`config.mk`:
```
export PLATFORM = sky130hd
export DESIGN_NAME = led_blink_mon_flat
export DESIGN_NICKNAME = d
export VERILOG_FILES = /design/src/rtl/led_pkg.sv /design/src/rtl/led_blink_mon_if.sv /design/src/rtl/led_blink_mon_sync_edge.sv /design/src/rtl/led_blink_mon.sv /design/src/flat_wrapper.sv
export SDC_FILE = /design/constraint.sdc
export NUM_CORES = 1
export LEC_CHECK = 0
export CORE_MARGIN = 10
export CORE_UTILIZATION = 62
export CTS_CLUSTER_DIAMETER = 50
export DETAILED_ROUTE_END_ITERATION = 8
export PLACE_DENSITY = 0.85
export SLEW_MARGIN = 15
export SYNTH_ARGS = -nofsm -noshare
export SYNTH_HDL_FRONTEND = slang
export SYNTH_HIERARCHICAL = 1
export SYNTH_SLANG_ARGS = --single-unit
```
`constraint.sdc`:
```
create_clock -name clk100 -period 6 [get_ports clk100]
set_input_delay 1.5 -clock clk100 [delete_from_list [all_inputs] [get_ports clk100]]
set_output_delay 1.5 -clock clk100 [all_outputs]
set_load 0.01 [all_outputs]
```
`src/rtl/led_pkg.sv`:
```
// Shared constants, state type and divisor helper for the LED blink monitor.
package led_pkg;

  localparam logic [27:0] CNT_1S  = 28'h5F5E100;
  localparam logic [4:0]  DIV_MAX = 5'h14;

  typedef enum logic [1:0] {IDLE, ARMED, LOCKED, STUCK} mon_state_t;

  // Terminal count for a divisor; out-of-range divisors fall back to the base count.
  function automatic logic [27:0] cnt_max_f(input logic [27:0] base, input logic [4:0] div);
    if (div == 5'd0 || div > DIV_MAX) return base;
    return base / {23'd0, div};
  endfunction

endpackage

```
`src/rtl/led_blink_mon_if.sv`:
```
// Configuration and status bundle between the blink monitor and its host.
interface led_blink_mon_if;
  logic        led_i;
  logic [4:0]  div_i;
  logic        clr_i;
  logic [27:0] half_per_o;
  logic        per_vld_o;
  logic        match_o;
  logic        locked_o;
  logic        stuck_o;

  modport master (
    output led_i, div_i, clr_i,
    input  half_per_o, per_vld_o, match_o, locked_o, stuck_o
  );

  modport slave (
    input  led_i, div_i, clr_i,
    output half_per_o, per_vld_o, match_o, locked_o, stuck_o
  );
endinterface

```
`src/rtl/led_blink_mon_sync_edge.sv`:
```
// Multi-stage synchronizer for the asynchronous blink line plus a both-edge detector.
module led_sync_edge #(
  parameter int SYNC_STAGES = 2
) (
  input  logic clk,
  input  logic rst_n,
  input  logic din,
  output logic edge_o,
  output logic lvl_o
);

  logic [SYNC_STAGES-1:0] sync_q;
  logic                   prev_q;

  always_ff @(posedge clk or negedge rst_n) begin
    if (!rst_n) begin
      sync_q <= '0;
      prev_q <= 1'b0;
    end else begin
      sync_q <= {sync_q[SYNC_STAGES-2:0], din};
      prev_q <= sync_q[SYNC_STAGES-1];
    end
  end

  assign lvl_o  = sync_q[SYNC_STAGES-1];
  assign edge_o = sync_q[SYNC_STAGES-1] ^ prev_q;

endmodule

```
`src/rtl/led_blink_mon.sv`:
```
// Blink-rate checker: measures toggle-to-toggle intervals on led_i and compares them
// against the half-period implied by div_i, reporting match, lock and stuck status.
module led_blink_mon
  import led_pkg::*;
#(
  parameter int          SYNC_STAGES = 2,
  parameter logic [27:0] CNT_BASE    = CNT_1S,
  parameter logic [27:0] TIMEOUT     = 28'hBEBC200,
  parameter logic [27:0] TOL         = 28'd16,
  parameter logic [2:0]  LOCK_CNT    = 3'd2
) (
  input  logic            clk100,
  input  logic            rst_n,
  led_blink_mon_if.slave  mon
);

  localparam logic [27:0] TO_LAST = TIMEOUT - 28'd1;

  logic        led_edge;
  mon_state_t  state_q;
  logic [27:0] cnt_q, exp_q, half_per_q;
  logic [4:0]  div_q;
  logic [2:0]  mcnt_q;
  logic        per_vld_q, match_q, locked_q, stuck_q;

  led_sync_edge #(.SYNC_STAGES(SYNC_STAGES)) u_sync (
    .clk    (clk100),
    .rst_n  (rst_n),
    .din    (mon.led_i),
    .edge_o (led_edge),
    .lvl_o  ()
  );

  // Expected interval per divisor, folded to constants at elaboration.
  logic [27:0] exp_tab [0:20];
  for (genvar g = 0; g <= 20; g++) begin : g_exp
    assign exp_tab[g] = cnt_max_f(CNT_BASE, 5'(g)) + 28'd1;
  end

  logic [4:0]  div_idx;
  logic [27:0] meas, diff, cnt_inc;
  logic [3:0]  mcnt_inc;
  logic        meas_ok, div_chg, lock_hit;

  always_comb begin
    div_idx  = (mon.div_i > DIV_MAX) ? 5'd0 : mon.div_i;
    meas     = cnt_q + 28'd1;
    diff     = (meas >= exp_q) ? (meas - exp_q) : (exp_q - meas);
    meas_ok  = (diff <= TOL);
    div_chg  = (mon.div_i != div_q);
    cnt_inc  = (cnt_q >= TIMEOUT) ? TIMEOUT : (cnt_q + 28'd1);
    mcnt_inc = {1'b0, mcnt_q} + 4'd1;
    lock_hit = (mcnt_inc >= {1'b0, LOCK_CNT});
  end

  always_ff @(posedge clk100 or negedge rst_n) begin
    if (!rst_n) begin
      state_q    <= IDLE;
      cnt_q      <= '0;
      exp_q      <= '0;
      div_q      <= '0;
      mcnt_q     <= '0;
      half_per_q <= '0;
      per_vld_q  <= 1'b0;
      match_q    <= 1'b0;
      locked_q   <= 1'b0;
      stuck_q    <= 1'b0;
    end else begin
      div_q     <= mon.div_i;
      exp_q     <= exp_tab[div_idx];
      per_vld_q <= 1'b0;
      if (mon.clr_i) begin
        state_q    <= IDLE;
        cnt_q      <= '0;
        mcnt_q     <= '0;
        half_per_q <= '0;
        match_q    <= 1'b0;
        locked_q   <= 1'b0;
        stuck_q    <= 1'b0;
      end else begin
        unique case (state_q)
          IDLE: begin
            if (led_edge) begin
              state_q <= ARMED;
              cnt_q   <= '0;
            end
          end
          ARMED, LOCKED: begin
            if (led_edge) begin
              cnt_q      <= '0;
              half_per_q <= meas;
              per_vld_q  <= 1'b1;
              match_q    <= meas_ok;
              // A divisor change in the same cycle voids the lock progress.
              if (meas_ok && !div_chg) begin
                mcnt_q <= lock_hit ? LOCK_CNT : mcnt_inc[2:0];
                if (lock_hit) begin
                  state_q  <= LOCKED;
                  locked_q <= 1'b1;
                end
              end else begin
                mcnt_q   <= '0;
                state_q  <= ARMED;
                locked_q <= 1'b0;
              end
            end else if (div_chg) begin
              cnt_q    <= cnt_inc;
              mcnt_q   <= '0;
              state_q  <= ARMED;
              locked_q <= 1'b0;
            end else if (cnt_q >= TO_LAST) begin
              cnt_q    <= cnt_inc;
              mcnt_q   <= '0;
              state_q  <= STUCK;
              stuck_q  <= 1'b1;
              locked_q <= 1'b0;
            end else begin
              cnt_q <= cnt_inc;
            end
          end
          STUCK: begin
            // The overlong interval is discarded; measurement restarts from this edge.
            if (led_edge) begin
              state_q <= ARMED;
              stuck_q <= 1'b0;
              cnt_q   <= '0;
            end
          end
          default: state_q <= IDLE;
        endcase
      end
    end
  end

  assign mon.half_per_o = half_per_q;
  assign mon.per_vld_o  = per_vld_q;
  assign mon.match_o    = match_q;
  assign mon.locked_o   = locked_q;
  assign mon.stuck_o    = stuck_q;

endmodule

```
`src/flat_wrapper.sv`:
```
// flat-port wrapper written by rule: the top's interface ports become plain ports
module led_blink_mon_flat import led_pkg::*;
#(
  parameter int          SYNC_STAGES = 2,
  parameter logic [27:0] CNT_BASE    = CNT_1S,
  parameter logic [27:0] TIMEOUT     = 28'hBEBC200,
  parameter logic [27:0] TOL         = 28'd16,
  parameter logic [2:0]  LOCK_CNT    = 3'd2
)
  (clk100, rst_n, mon_led_i, mon_div_i, mon_clr_i, mon_half_per_o, mon_per_vld_o, mon_match_o, mon_locked_o, mon_stuck_o);
  led_blink_mon_if mon_i ();
  input  logic clk100;
  input  logic rst_n;
  input wire logic [$bits(mon_i.led_i)-1:0] mon_led_i;
  input wire logic [$bits(mon_i.div_i)-1:0] mon_div_i;
  input wire logic [$bits(mon_i.clr_i)-1:0] mon_clr_i;
  output wire logic [$bits(mon_i.half_per_o)-1:0] mon_half_per_o;
  output wire logic [$bits(mon_i.per_vld_o)-1:0] mon_per_vld_o;
  output wire logic [$bits(mon_i.match_o)-1:0] mon_match_o;
  output wire logic [$bits(mon_i.locked_o)-1:0] mon_locked_o;
  output wire logic [$bits(mon_i.stuck_o)-1:0] mon_stuck_o;
  assign mon_i.led_i = mon_led_i;
  assign mon_i.div_i = mon_div_i;
  assign mon_i.clr_i = mon_clr_i;
  assign mon_half_per_o = mon_i.half_per_o;
  assign mon_per_vld_o = mon_i.per_vld_o;
  assign mon_match_o = mon_i.match_o;
  assign mon_locked_o = mon_i.locked_o;
  assign mon_stuck_o = mon_i.stuck_o;
  led_blink_mon #(.SYNC_STAGES(SYNC_STAGES), .CNT_BASE(CNT_BASE), .TIMEOUT(TIMEOUT), .TOL(TOL), .LOCK_CNT(LOCK_CNT)) u_core (.clk100(clk100), .rst_n(rst_n), .mon(mon_i));
endmodule
```
==> metrics.txt, run 1 <==
status=finished clean; 1st-pass router iterations=6; Levels on crit path=21; sequential cell area=0.00250 mm^2; top-count cell post-synth=nand2_1; syn nets=1118; DRT Wirelength=23300 um; Die Footprint=0.0182 mm^2; IR drop worst, VDD=0.145 mV; core area=0.0128 mm^2; Primary FF master, synth=dfrtp_1; Routed WL per cell=18.9 um; Setup crit start=u_core/cnt_q[0]; RSZ-0062 raised after global routing=no; syn avg cell area=7.84 um^2; pre-CTS WS=311 ps; FP Rows=41; global-route wire length before repair=37400 um; CP bufs+invs=2; clock root cell=clkbuf_16; Post-synth EDFFs=0; #FFs+latches synth=100; yosys synthesis warning count=6; GRT Util Overall=25.3%; PwrDens=207 mW/mm^2; crit path to=u_core/mcnt_q[0]; Clk pin slew, worst setup/hold paths=70 ps; Layout area overhead=10.2%; R2R Path Start=u_core/cnt_q[0]; HP Start=u_core/u_sync/sync_q[0]; multi-input logic area=0.00513 mm^2; final core occ=70.6%; CTS H-Tree Depth=3; P_leak=4.02 nW; Max Root-Sink Buffers=2; Worst Hold Class=flip-flop to flip-flop; CTS tree=done; Initial Utilization=64.1%; Setup WS post-layout=419 ps; initial antenna violation count=0; DRC=0; CTS Hold Bufs=0; R2R cell count=21; Synth area leader=dfrtp_1; GP Congestion=1.04; hpwl dp=17800 um; slowest stage cell, crit path=dfrtp_1; crit start category=flip-flop; mapped cell area=0.00818 mm^2; number of setup violations in the final report=0; largest net degree at the start of global routing=53; CP endpoint kind=flip-flop; synth cell count leaders=126 x nand2_1, 104 x o21ai_0, 100 x dfrtp_1; Fillers=1043; cell count after synthesis=1043; critical path class=flip-flop to flip-flop; CP top delay family=simple AND/OR/NAND/NOR gates; Synth cell types=72; share of layout cells above drive strength 1=5.87%; Final Net Count=1127; worst rel slew slack=45.0%; post-route ant nets=0; post-synth top area share=30.6%; vias in the first global route=7257; worst-path maximum fanout=11; vias per std cell=6.40; worst-path cell chain=nand3_1, nor4_1, buf_4, and3_1, and2_1, nand2_1, xnor2_1, ha_1, nand2_1, o21ai_0, or3_1, or3_1, nand2_1, o21a_2, buf_4, mux2i_1, xor2_1, o2111ai_1, and4bb_4, nand4_1, o31ai_2; CP Data Arrival Time=5850 ps; clk_lat worst skew=360 ps; die height=135 um; R2R Setup Slk=420 ps; ant diodes=0; Iter 0 DRT Violations=788; Fin. Hold Viols=0; Period minus WS final=5580 ps; Slew Viols, Final=0; fraction of registers with async set/reset=100%; clock sink count=100; gr ovfl total=0; total CTS buffers=9; CP dominant cell by count=nand2_1; slew of the pin with the lowest slew margin=823 ps; synth top area cells=dfrtp_1 31%, ha_1 10%, o21ai_0 6.4%; Final Skew=14.0 ps; Fmax=0.179 GHz; DR vias=7863; critical path required time=6270 ps; Seq/Total Area, Yosys=30.6%; slowest cell delay on critical path=460 ps; IO Port Bufs=40; Max Cap Violations=0; Crit Reg-Reg Endpoint=u_core/mcnt_q[0]; I/O pins=41; Final period util=93.0%; Die Wd=135 um; setup TNS=0 ps
-- stage by stage --
step           area [um^2]  std cells  power, mW  hold WS, ps
2_1_floorplan         8180       1043       1.13          331
3_3_place_gp          8700       1213       1.29          363
3_5_place_dp          8700       1213       1.29          346
4_1_cts               9000       1229       1.86          374
5_1_grt               9020       1229       1.97          383
6_report              9020       1229       1.87          368
-- how the worst min path moves through the flow --
| stage | end | slack [ps] | depth (start not counted) |
|---|---|---|---|
| 2_1_floorplan | u_core/u_sync/sync_q[1] | 330 | 0 |
| 3_3_place_gp | u_core/u_sync/sync_q[1] | 360 | 0 |
| 3_5_place_dp | u_core/u_sync/sync_q[1] | 350 | 0 |
| 4_1_cts | u_core/u_sync/sync_q[1] | 370 | 0 |
| 5_1_grt | u_core/u_sync/sync_q[1] | 380 | 0 |
| 6_report | u_core/u_sync/sync_q[1] | 370 | 0 |
-- power breakdown --
part           leakage, nW  internal, mW  switching, mW  total [mW]
combinational         2.56         0.207          0.360       0.568
sequential            1.32         0.701         0.0281       0.729
clock                0.146         0.304          0.270       0.574
-- sequential cells by signal, indices dropped and copies added, names as in the netlist, 2 cells and up --
signal                 count
u_core/cnt_q              28
u_core/div_q               5
u_core/exp_q              27
u_core/mcnt_q              3
u_core/mon.half_per_o     28
u_core/state_q             2
u_core/u_sync/sync_q       2
-- cell families (layout without fill, tap and decap cells) --
| group | after synthesis | count (layout) | share of synthesized area, % |
|---|---|---|---|
| mux | 12 | 12 | 1.62 |
| buf+inv | 143 | 157 | 6.87 |
| fa+ha+maj | 66 | 66 | 10.1 |
| flops | 100 | 100 | 30.6 |
| compound gates | 322 | 322 | 24.6 |
| simple gates | 337 | 337 | 19.5 |
| xor+xnor | 63 | 63 | 6.74 |
-- cells in the final DEF (no fill, tap or decap), drive strengths merged, types with 5 or more instances in the layout --
cell	synthesis	routed
a211oi	10	10
a21o	10	10
a21oi	85	85
a221oi	5	5
a22o	5	5
a31oi	6	6
and2	6	6
and3	7	7
buf	10	24
clkbuf	55	10
clkdlybuf4s50	0	39
dfrtp	100	100
ha	66	66
inv	78	81
mux2i	11	11
nand2	126	126
nand2b	8	8
nand3	26	26
nand4	23	23
nor2	83	83
nor2b	9	9
nor3	16	16
nor4	7	7
o211a	5	5
o211ai	13	13
o21a	10	10
o21ai	108	108
o21bai	6	6
o221ai	7	7
o22ai	11	11
o31ai	10	10
or2	5	5
or3	6	6
xnor2	41	41
xor2	22	22
-- layer usage --
metal / routed length, um / global-route usage, %
met5: 0 / 0
met4: 843 / 10.4
met3: 2070 / 5.60
met2: 10200 / 38.1
met1: 10100 / 34.4
-- final cells by class --
cell class,instances,share of cell area [%]
Clock inverter,6,0.708
Tap cell,172,2.39
Sequential cell,100,27.8
Inverter,78,3.25
Timing Repair Buffer,63,6.33
Clock buffer,10,2.65
Multi-Input combinational cell,800,56.9
-- worst reg2reg max path, cell delays in order, from the launching register on --
cell	delay [ps]
dfrtp_1	460
nand3_1	290
nor4_1	340
buf_4	180
and3_1	200
and2_1	200
nand2_1	80
xnor2_1	250
ha_1	440
nand2_1	230
o21ai_0	190
or3_1	370
or3_1	320
nand2_1	130
o21a_2	230
buf_4	210
mux2i_1	240
xor2_1	180
o2111ai_1	120
and4bb_4	450
nand4_1	160
o31ai_2	230
-- timing repair --
| action | CTS | global route |
|---|---|---|
| gates resized for setup | 0 | 3 |
| setup buffers | 0 | 0 |
| setup endpoints to repair | 0 | 6 |
Note: power is estimated with default switching activity, not from simulation.
==> run 2, diff against run 1 <==
- CTS_CLUSTER_SIZE: default -> 16
==> results of run 2 <==
The final DEF is identical to that of run 1; final timing and power are the same.
==> run 3, diff against run 2 <==
- CORE_MARGIN: 10 -> default
- CTS_CLUSTER_SIZE: 16 -> default
- REMOVE_ABC_BUFFERS: default -> 1
==> metrics.txt, run 3 (synthesis gave the netlist of run 1 again) <==
slew of the pin with the lowest slew margin=768 ps; initial antenna violation count=0; Met1 Wirelength=9780 um; hold endpoint=u_core/u_sync/sync_q[1]; multi-input logic area=0.00514 mm^2; postcts setup bufs=0; Setup crit start=u_core/cnt_q[0]; Die Wd=117 um; critical path class=flip-flop to flip-flop; FP Rows=41; total CTS buffers=9; Max Root-Sink Buffers=2; Fillers=1067; Crit Reg-Reg Endpoint=u_core/mcnt_q[1]; Worst Hold Class=flip-flop to flip-flop; RSZ-0062 raised after global routing=no; status=finished clean; GP Congestion=1.01; Fmax=0.176 GHz; PwrDens=209 mW/mm^2; Iter 0 DRT Violations=830; CTS H-Tree Depth=3; clk_lat worst skew=350 ps; CP Data Arrival Time=5950 ps; 1st-pass router iterations=6; vias per std cell=6.35; GRT Util Overall=34.4%; Final Skew=13.2 ps; DR vias=7808; P_leak=4.03 nW; most frequent cells in the layout=126 x nand2_1, 104 x o21ai_0, 100 x dfrtp_1; IO Port Bufs=40; metal3 WL=1960 um; Die Footprint=0.0137 mm^2; I/O pins=41; Final Net Count=1129; Period minus WS final=5690 ps; Clk pin slew, worst setup/hold paths=70 ps; number of setup violations in the final report=0; Final period util=94.8%; met2 wire length=10200 um; R2R cell count=22; core area=0.0127 mm^2; worst rel slew slack=48.3%; most common cell after layout, fill and taps aside=nand2_1; largest net degree at the start of global routing=61; worst-path maximum fanout=8; WHS Path Cells=0; die height=117 um; R2R Setup Slk=310 ps; DRT Wirelength=22600 um; post-route ant nets=0; HP Start=u_core/u_sync/sync_q[0]; DRC=0; sequential cell area=0.00250 mm^2; CP endpoint kind=flip-flop; gr ovfl total=0; crit start category=flip-flop; share of layout cells above drive strength 1=6.14%; ant diodes=0; Fin. Hold Viols=0; R2R Path Start=u_core/cnt_q[0]; critical path required time=6260 ps; uppermost layer routed=met4; Slew Viols, Final=0; IR drop worst, VDD=0.183 mV; Power, Total=1.89 mW; global-route wire length before repair=36000 um; Routed WL per cell=18.4 um; setup TNS=0 ps; Layout area overhead=10.5%; hpwl dp=17000 um; final core occ=71.1%; CTS tree=done; Initial Utilization=64.3%; Max Cap Violations=0; vias in the first global route=7047; clock sink count=100; clock root cell=clkbuf_16
## run 3: changes by cell type in the layout (fill, tap and decap cells not counted), sizes merged
cell | previous run | this run
clkinvlp | 1 | 0
inv | 81 | 80
clkinv | 2 | 3
bufinv | 0 | 1
buf | 24 | 26
clkbuf | 10 | 9
## run 3: worst max path at each step
stage | depth (start not counted) | slack [ps] | end
after global placement | 21 | 410 | u_core/mcnt_q[1]
after floorplan | 22 | 760 | u_core/mcnt_q[1]
after detailed placement | 21 | 140 | u_core/mcnt_q[0]
final | 22 | 310 | u_core/mcnt_q[1]
after global routing | 19 | 0.2 | u_core/mcnt_q[1]
after CTS | 21 | 100 | u_core/mcnt_q[0]
## run 3: power by group
group	internal (mW)	total, mW	switching, mW
Clock	0.330	0.592	0.262
Sequential	0.701	0.730	0.0287
Combinational	0.210	0.568	0.358
## run 3: routing by layer
layer | vias up | global-route usage, %
li1 | 3692 | -
met1 | 3676 | 48.7
met2 | 392 | 53.5
met3 | 48 | 5.05
met4 | 0 | 12.7
met5 | - | 0
## run 3: worst max-delay path: stages (launching register included)
cell       delay (ps)
dfrtp_1           480
ha_1              260
nand2_1            80
nor2_2            190
and3_1            270
and2_1            290
nand2_1           210
xor2_1            350
inv_1              80
ha_1              310
nand2_1           180
o21ai_0           210
or3_1             370
or3_1             320
nand2_1           110
o21a_2            260
buf_4             210
mux2i_1           240
xor2_1            170
o2111ai_1         120
and4bb_4          450
nand3_1           140
o31ai_2           280
## run 3: metrics by stage
stage / worst slack, ps / cell area [um^2] / hold slack [ps] / cells
6_report: 310 / 9040 / 358 / 1230
2_1_floorplan: 763 / 7910 / 331 / 978
4_1_cts: 101 / 9030 / 362 / 1230
5_1_grt: 0.170 / 9040 / 367 / 1230
3_5_place_dp: 143 / 8720 / 336 / 1215
3_3_place_gp: 406 / 8720 / 341 / 1215
## run 3: what timing repair did
action,4_1_cts,5_1_grt
gates resized for setup,0,5
hold buffers,0,0
endpoints found under the setup margin,0,7
## run 3: final cells by class
class | count | share of cell area (%)
flip-flops and latches | 100 | 27.7
clock inverters | 6 | 0.927
well taps | 172 | 2.38
multi-input cells | 800 | 56.8
repair buffers | 65 | 6.48
clock buffers | 9 | 2.49
inverters | 78 | 3.24
